<file path="config.mk">
export PLATFORM = sky130hd
export DESIGN_NAME = store_commit_buffer
export DESIGN_NICKNAME = d
export VERILOG_FILES = /design/src/rtl/store_commit_buffer_pkg.sv /design/src/rtl/store_commit_buffer_scb_fifo.sv /design/src/rtl/store_commit_buffer.sv
export SDC_FILE = /design/constraint.sdc
export NUM_CORES = 1
export LEC_CHECK = 0
export CAP_MARGIN = 5
export CORE_MARGIN = 4
export CORE_UTILIZATION = 35
export CTS_CLUSTER_SIZE = 24
export DETAILED_ROUTE_END_ITERATION = 8
export GPL_ROUTABILITY_DRIVEN = 1
export GPL_TIMING_DRIVEN = 1
export MAX_ROUTING_LAYER = met4
export PLACE_DENSITY = 0.64
export SLEW_MARGIN = 20
export SYNTH_ARGS = -nofsm -noshare
export SYNTH_HDL_FRONTEND = slang
export SYNTH_SLANG_ARGS = --single-unit
export TNS_END_PERCENT = 100
</file>
<file path="constraint.sdc">
create_clock -name clk -period 8 [get_ports clk]
set_input_delay 1.6 -clock clk [delete_from_list [all_inputs] [get_ports clk]]
set_output_delay 1.6 -clock clk [all_outputs]
set_load 0.02 [all_outputs]
</file>
<file path="src/rtl/store_commit_buffer_pkg.sv">
// Shared definitions for the store commit buffer.
// Holds the LSB size codes, the default IO-region tag, the drain FSM state
// encoding and the size-to-byte-count mapping used when a store is accepted.
package store_commit_buffer_pkg;

  localparam int unsigned LSBINSTRLEN = 3;
  localparam int unsigned NB_W        = 3;

  localparam logic [LSBINSTRLEN-1:0] REQUIRE8  = 3'd0;
  localparam logic [LSBINSTRLEN-1:0] REQUIRE16 = 3'd1;
  localparam logic [LSBINSTRLEN-1:0] REQUIRE32 = 3'd2;

  // addr[17:16] value that marks the memory-mapped IO region
  localparam logic [1:0] IO_HI_DEFAULT = 2'b11;

  typedef enum logic [1:0] {
    ST_IDLE  = 2'd0,
    ST_REQ   = 2'd1,
    ST_WRITE = 2'd2
  } scb_state_e;

  // Unknown size codes are treated as full-word stores
  function automatic logic [NB_W-1:0] size_to_nbytes(input logic [LSBINSTRLEN-1:0] size);
    case (size)
      REQUIRE8:  return 3'd1;
      REQUIRE16: return 3'd2;
      default:   return 3'd4;
    endcase
  endfunction

endpackage

</file>
<file path="src/rtl/store_commit_buffer_scb_fifo.sv">
// In-order storage for committed stores.
// Ports: clk/rst (sync, active-high), i_en (global ready),
//   i_push/i_addr/i_value/i_nbytes  - store written at tail,
//   i_pop                            - retire head,
//   o_head_*                         - head entry fields,
//   o_count / o_count_next_c         - occupancy now / after this cycle,
//   o_almost_full                    - registered count_next >= DEPTH-1,
//   i_query_addr / o_conflict_c      - word-address match against valid entries.
module store_commit_buffer_scb_fifo
  import store_commit_buffer_pkg::*;
#(
  parameter int unsigned DEPTH  = 4,
  parameter int unsigned ADDR_W = 32,
  parameter int unsigned DATA_W = 32,
  localparam int unsigned PTR_W = $clog2(DEPTH),
  localparam int unsigned CNT_W = PTR_W + 1
) (
  input  logic              clk,
  input  logic              rst,
  input  logic              i_en,
  input  logic              i_push,
  input  logic [ADDR_W-1:0] i_addr,
  input  logic [DATA_W-1:0] i_value,
  input  logic [NB_W-1:0]   i_nbytes,
  input  logic              i_pop,
  input  logic [ADDR_W-1:0] i_query_addr,
  output logic [ADDR_W-1:0] o_head_addr,
  output logic [DATA_W-1:0] o_head_value,
  output logic [NB_W-1:0]   o_head_nbytes,
  output logic [CNT_W-1:0]  o_count,
  output logic [CNT_W-1:0]  o_count_next_c,
  output logic              o_almost_full,
  output logic              o_conflict_c
);

  logic [ADDR_W-1:0] r_addr   [DEPTH];
  logic [DATA_W-1:0] r_value  [DEPTH];
  logic [NB_W-1:0]   r_nbytes [DEPTH];
  logic [DEPTH-1:0]  r_valid;
  logic [PTR_W-1:0]  r_head;
  logic [PTR_W-1:0]  r_tail;
  logic [CNT_W-1:0]  r_count;
  logic              r_almost_full;

  logic              w_push_ok;
  logic              w_pop_ok;
  logic [CNT_W-1:0]  w_count_next;
  logic              w_unused_qlo;

  // A push into a completely full buffer is dropped
  assign w_push_ok    = i_en && i_push && (r_count != CNT_W'(DEPTH));
  assign w_pop_ok     = i_en && i_pop && (r_count != '0);
  assign w_count_next = r_count + CNT_W'(w_push_ok) - CNT_W'(w_pop_ok);
  assign w_unused_qlo = &{1'b0, i_query_addr[1:0]};

  // Pointer, occupancy and entry storage
  always_ff @(posedge clk) begin
    if (rst) begin
      r_head        <= '0;
      r_tail        <= '0;
      r_count       <= '0;
      r_valid       <= '0;
      r_almost_full <= 1'b0;
    end else if (i_en) begin
      if (w_pop_ok) begin
        r_valid[r_head] <= 1'b0;
        r_head          <= r_head + PTR_W'(1);
      end
      if (w_push_ok) begin
        r_addr[r_tail]   <= i_addr;
        r_value[r_tail]  <= i_value;
        r_nbytes[r_tail] <= i_nbytes;
        r_valid[r_tail]  <= 1'b1;
        r_tail           <= r_tail + PTR_W'(1);
      end
      if (i_push) begin
        assert (r_count != CNT_W'(DEPTH))
          else $warning("store_commit_buffer: push dropped, buffer already holds DEPTH stores");
      end
      r_count       <= w_count_next;
      // One slot of slack for a commit already in flight from the ROB
      r_almost_full <= (w_count_next >= CNT_W'(DEPTH - 1));
    end
  end

  // Conservative word-granular alias check over every valid entry
  always_comb begin
    o_conflict_c = 1'b0;
    for (int i = 0; i < DEPTH; i++) begin
      if (r_valid[i] && (r_addr[i][ADDR_W-1:2] == i_query_addr[ADDR_W-1:2])) begin
        o_conflict_c = 1'b1;
      end
    end
  end

  assign o_head_addr    = r_addr[r_head];
  assign o_head_value   = r_value[r_head];
  assign o_head_nbytes  = r_nbytes[r_head];
  assign o_count        = r_count;
  assign o_count_next_c = w_count_next;
  assign o_almost_full  = r_almost_full;

endmodule

</file>
<file path="src/rtl/store_commit_buffer.sv">
// Store commit buffer: queues committed stores from the ROB and drains them
// byte by byte to the memory controller.
// Ports: clk/rst (sync, active-high), rdy (global hold),
//   rob_enable_lsb_write/to_lsb_value/to_lsb_size/to_lsb_addr - commit input,
//   scb_full/scb_empty      - registered occupancy flags,
//   query_addr/query_conflict - combinational load alias check,
//   mem_req/mem_grant/io_buffer_full - memory port arbitration and IO stall,
//   mem_a/mem_dout/mem_wr   - registered byte write to memory.
module store_commit_buffer
  import store_commit_buffer_pkg::*;
#(
  parameter int unsigned DEPTH  = 4,
  parameter int unsigned ADDR_W = 32,
  parameter int unsigned DATA_W = 32,
  parameter logic [1:0]  IO_HI  = IO_HI_DEFAULT
) (
  input  logic                   clk,
  input  logic                   rst,
  input  logic                   rdy,
  input  logic                   rob_enable_lsb_write,
  input  logic [DATA_W-1:0]      to_lsb_value,
  input  logic [LSBINSTRLEN-1:0] to_lsb_size,
  input  logic [ADDR_W-1:0]      to_lsb_addr,
  output logic                   scb_full,
  output logic                   scb_empty,
  input  logic [ADDR_W-1:0]      query_addr,
  output logic                   query_conflict,
  output logic                   mem_req,
  input  logic                   mem_grant,
  input  logic                   io_buffer_full,
  output logic [ADDR_W-1:0]      mem_a,
  output logic [7:0]             mem_dout,
  output logic                   mem_wr
);

  localparam int unsigned CNT_W = $clog2(DEPTH) + 1;

  scb_state_e        r_state;
  logic [1:0]        r_k;
  logic              r_mem_req;
  logic              r_mem_wr;
  logic [ADDR_W-1:0] r_mem_a;
  logic [7:0]        r_mem_dout;
  logic              r_scb_empty;

  logic [ADDR_W-1:0] w_head_addr;
  logic [DATA_W-1:0] w_head_value;
  logic [NB_W-1:0]   w_head_nbytes;
  logic [CNT_W-1:0]  w_count;
  logic [CNT_W-1:0]  w_count_next;
  logic              w_almost_full;
  logic              w_conflict;
  logic              w_active;
  logic              w_stall;
  logic              w_last;
  logic              w_pop;
  logic              w_idle_next;
  logic [7:0]        w_byte;

  store_commit_buffer_scb_fifo #(
    .DEPTH  (DEPTH),
    .ADDR_W (ADDR_W),
    .DATA_W (DATA_W)
  ) u_fifo (
    .clk            (clk),
    .rst            (rst),
    .i_en           (rdy),
    .i_push         (rob_enable_lsb_write),
    .i_addr         (to_lsb_addr),
    .i_value        (to_lsb_value),
    .i_nbytes       (size_to_nbytes(to_lsb_size)),
    .i_pop          (w_pop),
    .i_query_addr   (query_addr),
    .o_head_addr    (w_head_addr),
    .o_head_value   (w_head_value),
    .o_head_nbytes  (w_head_nbytes),
    .o_count        (w_count),
    .o_count_next_c (w_count_next),
    .o_almost_full  (w_almost_full),
    .o_conflict_c   (w_conflict)
  );

  // The grant edge in REQ doubles as the first write cycle, so byte 0 is on
  // the bus one cycle after mem_req rises.
  assign w_active    = (r_state == ST_WRITE) || ((r_state == ST_REQ) && mem_grant);
  assign w_stall     = (w_head_addr[17:16] == IO_HI) && io_buffer_full;
  assign w_last      = ({1'b0, r_k} == (w_head_nbytes - 3'd1));
  assign w_pop       = rdy && w_active && !w_stall && w_last;
  assign w_idle_next = ((r_state == ST_IDLE) && (w_count == '0)) || w_pop;
  assign w_byte      = 8'(w_head_value >> {r_k, 3'b000});

  // Drain FSM and byte serialiser
  always_ff @(posedge clk) begin
    if (rst) begin
      r_state     <= ST_IDLE;
      r_k         <= '0;
      r_mem_req   <= 1'b0;
      r_mem_wr    <= 1'b0;
      r_mem_a     <= '0;
      r_mem_dout  <= '0;
      r_scb_empty <= 1'b1;
    end else if (rdy) begin
      r_mem_wr    <= 1'b0;
      r_scb_empty <= (w_count_next == '0) && w_idle_next;
      case (r_state)
        ST_IDLE: begin
          if (w_count != '0) begin
            r_mem_req <= 1'b1;
            r_state   <= ST_REQ;
          end
        end
        ST_REQ: begin
          if (mem_grant) r_state <= ST_WRITE;
        end
        ST_WRITE: r_state <= ST_WRITE;
        default:  r_state <= ST_IDLE;
      endcase
      if (w_active && !w_stall) begin
        r_mem_wr   <= 1'b1;
        r_mem_a    <= w_head_addr + ADDR_W'(r_k);
        r_mem_dout <= w_byte;
        if (w_last) begin
          // Dropping mem_req between stores lets other requesters win
          r_k       <= '0;
          r_mem_req <= 1'b0;
          r_state   <= ST_IDLE;
        end else begin
          r_k <= r_k + 2'd1;
        end
      end
    end
  end

  assign scb_full       = w_almost_full;
  assign scb_empty      = r_scb_empty;
  assign query_conflict = w_conflict;
  assign mem_req        = r_mem_req;
  assign mem_wr         = r_mem_wr;
  assign mem_a          = r_mem_a;
  assign mem_dout       = r_mem_dout;

endmodule

</file>
Word-level counts from Yosys, hierarchy flattened
Memories as Yosys holds them, arrays and structs flattened. A register that Yosys moved wholly into a read port is not among the register bits.
Index checks and enable logic that the tools add are counted.
{"block": "totals", "mem_bits_rw": 268, "input_bits": 105, "ff_bits": 59, "mem_count": 3}
{"block": "classes", "bitwise": 3, "muxes": 34, "shift": 1, "n_eq_ne": 10, "reduce_logical": 29, "magnitude_cmp": 5, "add_sub_neg": 7}
{"name": "u_fifo.r_addr", "depth": 4, "width": 32, "read_ports": 5, "rd_clocked_by_memory_dff": 1, "write_ports": 1, "line_no": "store_commit_buffer_scb_fifo.sv:36", "rtl": "logic [ADDR_W-1:0] r_addr [DEPTH];"}
{"name": "u_fifo.r_value", "depth": 4, "width": 32, "read_ports": 1, "rd_clocked_by_memory_dff": 1, "write_ports": 1, "line_no": "store_commit_buffer_scb_fifo.sv:37", "rtl": "logic [DATA_W-1:0] r_value [DEPTH];"}
{"name": "u_fifo.r_nbytes", "depth": 4, "width": 3, "read_ports": 1, "rd_clocked_by_memory_dff": 1, "write_ports": 1, "line_no": "store_commit_buffer_scb_fifo.sv:38", "rtl": "logic [NB_W-1:0] r_nbytes [DEPTH];"}
{"op": "$eq A30 B30 Y1", "count": 4}
{"op": "$add A32 B2 Y32", "count": 1}
{"op": "$shr A32 B5 Y8", "count": 1}
{"op": "$mux W2", "count": 11}
{"op": "$logic_and A1 B1 Y1", "count": 18}
{"op": "$mux W4", "count": 4}
{"op": "$mux W1", "count": 15}
{"op": "$logic_not A3 Y1", "count": 3}
{"op": "$add A2 B1 Y2 const B", "count": 3}
{"op": "$lt A2 B3 Y1 const B", "count": 2}
{"op": "$pmux W2 S3", "count": 1}
{"op": "$pmux W3 S2", "count": 1}
{"op": "$reduce_and A2 Y1", "count": 3}
{"op": "$and A4 B4 Y4", "count": 1}
{"op": "$demux W1 S2", "count": 2}
{"op": "$eq A2 B2 Y1 const B", "count": 2}
{"op": "$ge A2 B1 Y1 const B", "count": 2}
{"op": "$not A4 Y4", "count": 1}
{"op": "$or A4 B4 Y4", "count": 1}
{"op": "$add A3 B1 Y3", "count": 1}
{"op": "$eq A2 B3 Y1", "count": 1}
{"op": "$eq A3 B1 Y1 const B", "count": 1}
{"op": "$ge A3 B2 Y1 const B", "count": 1}
{"op": "$ne A3 B3 Y1 const B", "count": 1}
{"op": "7 further kinds", "count": 8}

Longest topological paths before layout
{"block": "depth", "word_depth": 13, "ltp_mapped": 18, "ltp_nobuf": 13}

Modules after synthesis
Synthesis repeated with hierarchy kept, for this count alone.
{"block": "unflattened", "hier_cells": 912, "hier_area_um2": 14453.9}
{"mod": "store_commit_buffer_scb_fifo", "cells_per_inst": 604, "n_inst": 1, "area_each_um2": 11793.8}
{"mod": "store_commit_buffer", "cells_per_inst": 308, "n_inst": 1, "area_each_um2": 2660.1}

Worst setup path after synthesis
No wires, ideal clock.
{"block": "synth_path", "path_kind": "input-to-reg", "start": "in rdy", "end": "mem u_fifo.r_addr[0][0] (enable)", "required_time_ps": 7579, "n_path_buf": 2, "slack_ps": 3536, "stages": 7, "arrival_time_ps": 4043, "cell_sequence": "clkbuf_1 nand2_1 a21oi_1 nor2b_1 clkbuf_1 nand2_1 inv_1"}
{"block": "synth_between", "elab_chain_len": 6}
{"element": "start, declared", "line_no": "store_commit_buffer.sv:19", "rtl": "input logic rdy,"}
{"element": "$logic_and A1 B1 Y1 (2 in a row)", "line_no": "store_commit_buffer_scb_fifo.sv:51", "rtl": "assign w_push_ok = i_en && i_push && (r_count != CNT_W'(DEPTH));"}
{"element": "$mux W1", "line_no": "store_commit_buffer_scb_fifo.sv:69", "rtl": "if (w_push_ok) begin"}
{"element": "$mux W1 (*)", "line_no": "store_commit_buffer_scb_fifo.sv:64", "rtl": "end else if (i_en) begin"}
{"element": "$mux W1 (*)", "line_no": "store_commit_buffer_scb_fifo.sv:58", "rtl": "if (rst) begin"}
{"element": "$mux W1 (not written as such) (*)", "line_no": "store_commit_buffer_scb_fifo.sv:70", "rtl": "r_addr[r_tail] <= i_addr;"}
{"element": "end, declared", "line_no": "store_commit_buffer_scb_fifo.sv:36"}
Every way passes the cells marked *; elsewhere a longest branch is shown, timed or not.

Worst setup path in the final report
{"block": "layout_path", "start": "in query_addr[31]", "end": "out query_conflict"}
{"block": "layout_between", "elab_chain_len": 6, "word_cells_on_any_way": 12, "classes_between": "4 x eq/ne; 4 x mux; 4 x reduce/logical"}
{"element": "start, declared", "line_no": "store_commit_buffer.sv:26", "rtl": "input logic [ADDR_W-1:0] query_addr,"}
{"element": "$eq A30 B30 Y1", "line_no": "store_commit_buffer_scb_fifo.sv:90", "rtl": "if (r_valid[i] && (r_addr[i][ADDR_W-1:2] == i_query_addr[ADDR_W-1:2])) begin"}
{"element": "$logic_and A1 B1 Y1", "line_no": "store_commit_buffer_scb_fifo.sv:90"}
{"element": "$mux W1 (3 in a row)", "line_no": "store_commit_buffer_scb_fifo.sv:90"}
{"element": "$mux W1 (*)", "line_no": "store_commit_buffer_scb_fifo.sv:90"}
{"element": "end, declared", "line_no": "store_commit_buffer.sv:27", "rtl": "output logic query_conflict,"}
Marked as above.

==> metrics <==
status=finished, final reports clean; Clock Path Buffers=3; Nets=between 1k and 1.5k; die area=44,900 um2; class of the worst hold path=reg -> reg; max_cap viols=0; Initial Utilization=a little over a third; HPWL reported at the end of detailed placement=24.1 mm; clock skew=roughly 13 ps; crit path DAT=4040 ps; first-pass GRT wire length=around 53 mm; area grow syn2layout=21.0%; worst-margin pin slew=1000 ps; CTS Buf Count=36; Post-Layout Inst Area=17,600 um2; commonest non-fill, non-tap cell in the layout=edfxtp_1; max_slew headroom=33.1%; total track usage=16.3%; Clock Latency Late Sink=540 ps; number of enable flip-flop cells after synthesis=268; sequential-to-total area share from yosys stat=a little under two thirds; crit path max-delay cell type=clkdlybuf4s50_1; Post-route DRC=0; H-tree lvl count=2; Cell Chain, Critical Path=clkdlybuf4s50_1, xnor2_1, nand4_1, nor4_1, nand4_1, nand4_1, clkdlybuf4s50_1; Setup Buffers After CTS=0; Mapped Cells=926; dpl cells=between 1.5k and 2k; post_cts resized=0; YS warnings=0; Die Width=roughly 210 um; largest net degree at the start of global routing=a little over 70; die outline height=212 um; IR drop worst, VDD=0.164 mV; Congestion Overflow GR=0; Required @ worst endpoint=6400 ps; ANT nets after route=0; synth unique cells=59; RSZ-0062 raised after global routing=no; Setup Crit Path Kind=in -> out; Sink Count=329; fin worst setup slack=approximately 2400 ps; CP Capture Type=primary output; 1st-iter DRT viols=628; via count=8,377; Crit path largest cell delay=630 ps; FILL cells=3,687; most frequent cells in the layout=268 x edfxtp_1, 146 x clkdlybuf4s50_1, 93 x xnor2_1; core area=40,900 um2; router iterations before antenna repair=5; Top FF cell, synth=edfxtp_1; worst-path fanout max=4; Row Count=74; Avg Inst Size Synth=between 15 and 20 um2; final setup vio count=0; fmax=177 MHz; Top Ports=150; Final Hold Fails=0; vias in the first global route=~8.5k; placer's final routability congestion estimate=0.845; Syn Nets=1,045; Worst setup SP type=input port; synthesis-stage register bit count=approximately 330; antenna violations before repair=3; Clock transition at path regs=60 ps; FFs w/ async S/R, synth=0%; period utilisation layout=approximately 71%; CTS tree=done; Post-Place Setup Slack=2220 ps; final std cells w/o fill=1,630; hold buffers post-CTS=0; layout cells sized above 1=about 14%; WL/cell=22.0 um; Cell Area, Synth=14,500 um2; DP Area=16,500 um2; I/O Buffers=147; max-slew violation count=0; fin crit period=approximately 5600 ps; WHS=about 460 ps; Static Leakage=5.40 nW; Routed WL=35.8 mm; Root Driver=clkbuf_16; Via density=5.14; most numerous cell on the critical path=nand4_1; final setup TNS=0 ps; final core occ=43.0%; total power draw=3.75 mW; Power Dens Cells=213 nW/um2
-- kinds of logic (layout without fill, tap and decap cells) --
kind of cell,Yosys count,after routing,share of synthesized area [%]
fa+ha+maj,14,14,1.31
simple gates,207,207,8.10
compound gates,79,79,3.60
mux,81,81,12.2
other cells,0,5,0
buf+inv,75,242,2.61
flops,329,329,63.7
xor+xnor,141,141,8.49
-- power breakdown --
| part | internal [mW] | leakage, nW | switching (mW) |
|---|---|---|---|
| registers | 1.88 | 2.92 | 0.0189 |
| clock network | 0.940 | 0.549 | 0.661 |
| logic | 0.119 | 1.93 | 0.134 |
-- Yosys cell counts (5+ instances only) --
master / instances / share of area (%)
o21ai_0: 10 / 0.34
nor4_1: 23 / 0.99
mux4_2: 71 / 11
dfxtp_1: 61 / 8.4
nand4_1: 29 / 1.2
a211oi_1: 17 / 0.88
nand2_1: 40 / 1.0
nor2b_1: 9 / 0.39
nand2b_1: 5 / 0.22
o31ai_1: 5 / 0.26
nor3_1: 6 / 0.21
inv_1: 19 / 0.49
buf_2: 11 / 0.38
xor2_1: 48 / 2.9
a311oi_1: 13 / 0.78
a21oi_1: 23 / 0.79
or4_1: 6 / 0.31
xnor2_1: 93 / 5.6
ha_1: 12 / 1.0
nor2_1: 48 / 1.2
or3_1: 5 / 0.22
clkbuf_1: 35 / 0.90
edfxtp_1: 268 / 55
a31oi_1: 6 / 0.26
-- final cells by class --
class / count / area [um2] / area share, %
multi-input cells: 522 / 4900 / 27.8
flip-flops and latches: 329 / 9270 / 52.7
repair buffers: 157 / 1540 / 8.76
well taps: 532 / 666 / 3.78
clock buffers: 51 / 998 / 5.67
diodes: 5 / 12.5 / 0.0711
inverters: 19 / 71.3 / 0.405
clock inverters: 15 / 134 / 0.761
-- worst max-delay path, delay by kind of cell --
family,cells,cell delay [ps]
xor gates and xnor gates,1,340
and+or+nand+nor,4,940
buffers and inverters,2,1160
-- sequential cells by signal, indices dropped and copies added (netlist names), 3 cells and up, named ones only --
name,flops
u_fifo.r_value,128
u_fifo.r_valid,4
u_fifo.r_nbytes,12
u_fifo.o_count,3
mem_dout,8
u_fifo.r_addr,128
mem_a,32
-- path summary, 6_finish.rpt --
| kind | from | end | slack [ps] | cells past startpoint |
|---|---|---|---|---|
| max | query_addr[31] | query_conflict | 2360 | 7 |
| min | mem_a[0]$_SDFFE_PP0P_ | mem_a[0]$_SDFFE_PP0P_ | 460 | 2 |
| max reg2reg | register | scb_empty$_SDFFE_PP1P_ | 3190 | 13 |
| min reg2reg | mem_a[0]$_SDFFE_PP0P_ | mem_a[0]$_SDFFE_PP0P_ | 460 | 2 |
-- per-layer routing --
layer | part of all wire (%) | global-route usage (%) | vias up
li1 | - | - | 3872
met1 | 44 | 21.7 | 4215
met2 | 47 | 25.2 | 239
met3 | 6.6 | 3.69 | 51
met4 | 2.5 | 4.89 | 0
met5 | 0 | - | -
(Power assumes the default switching activity.)
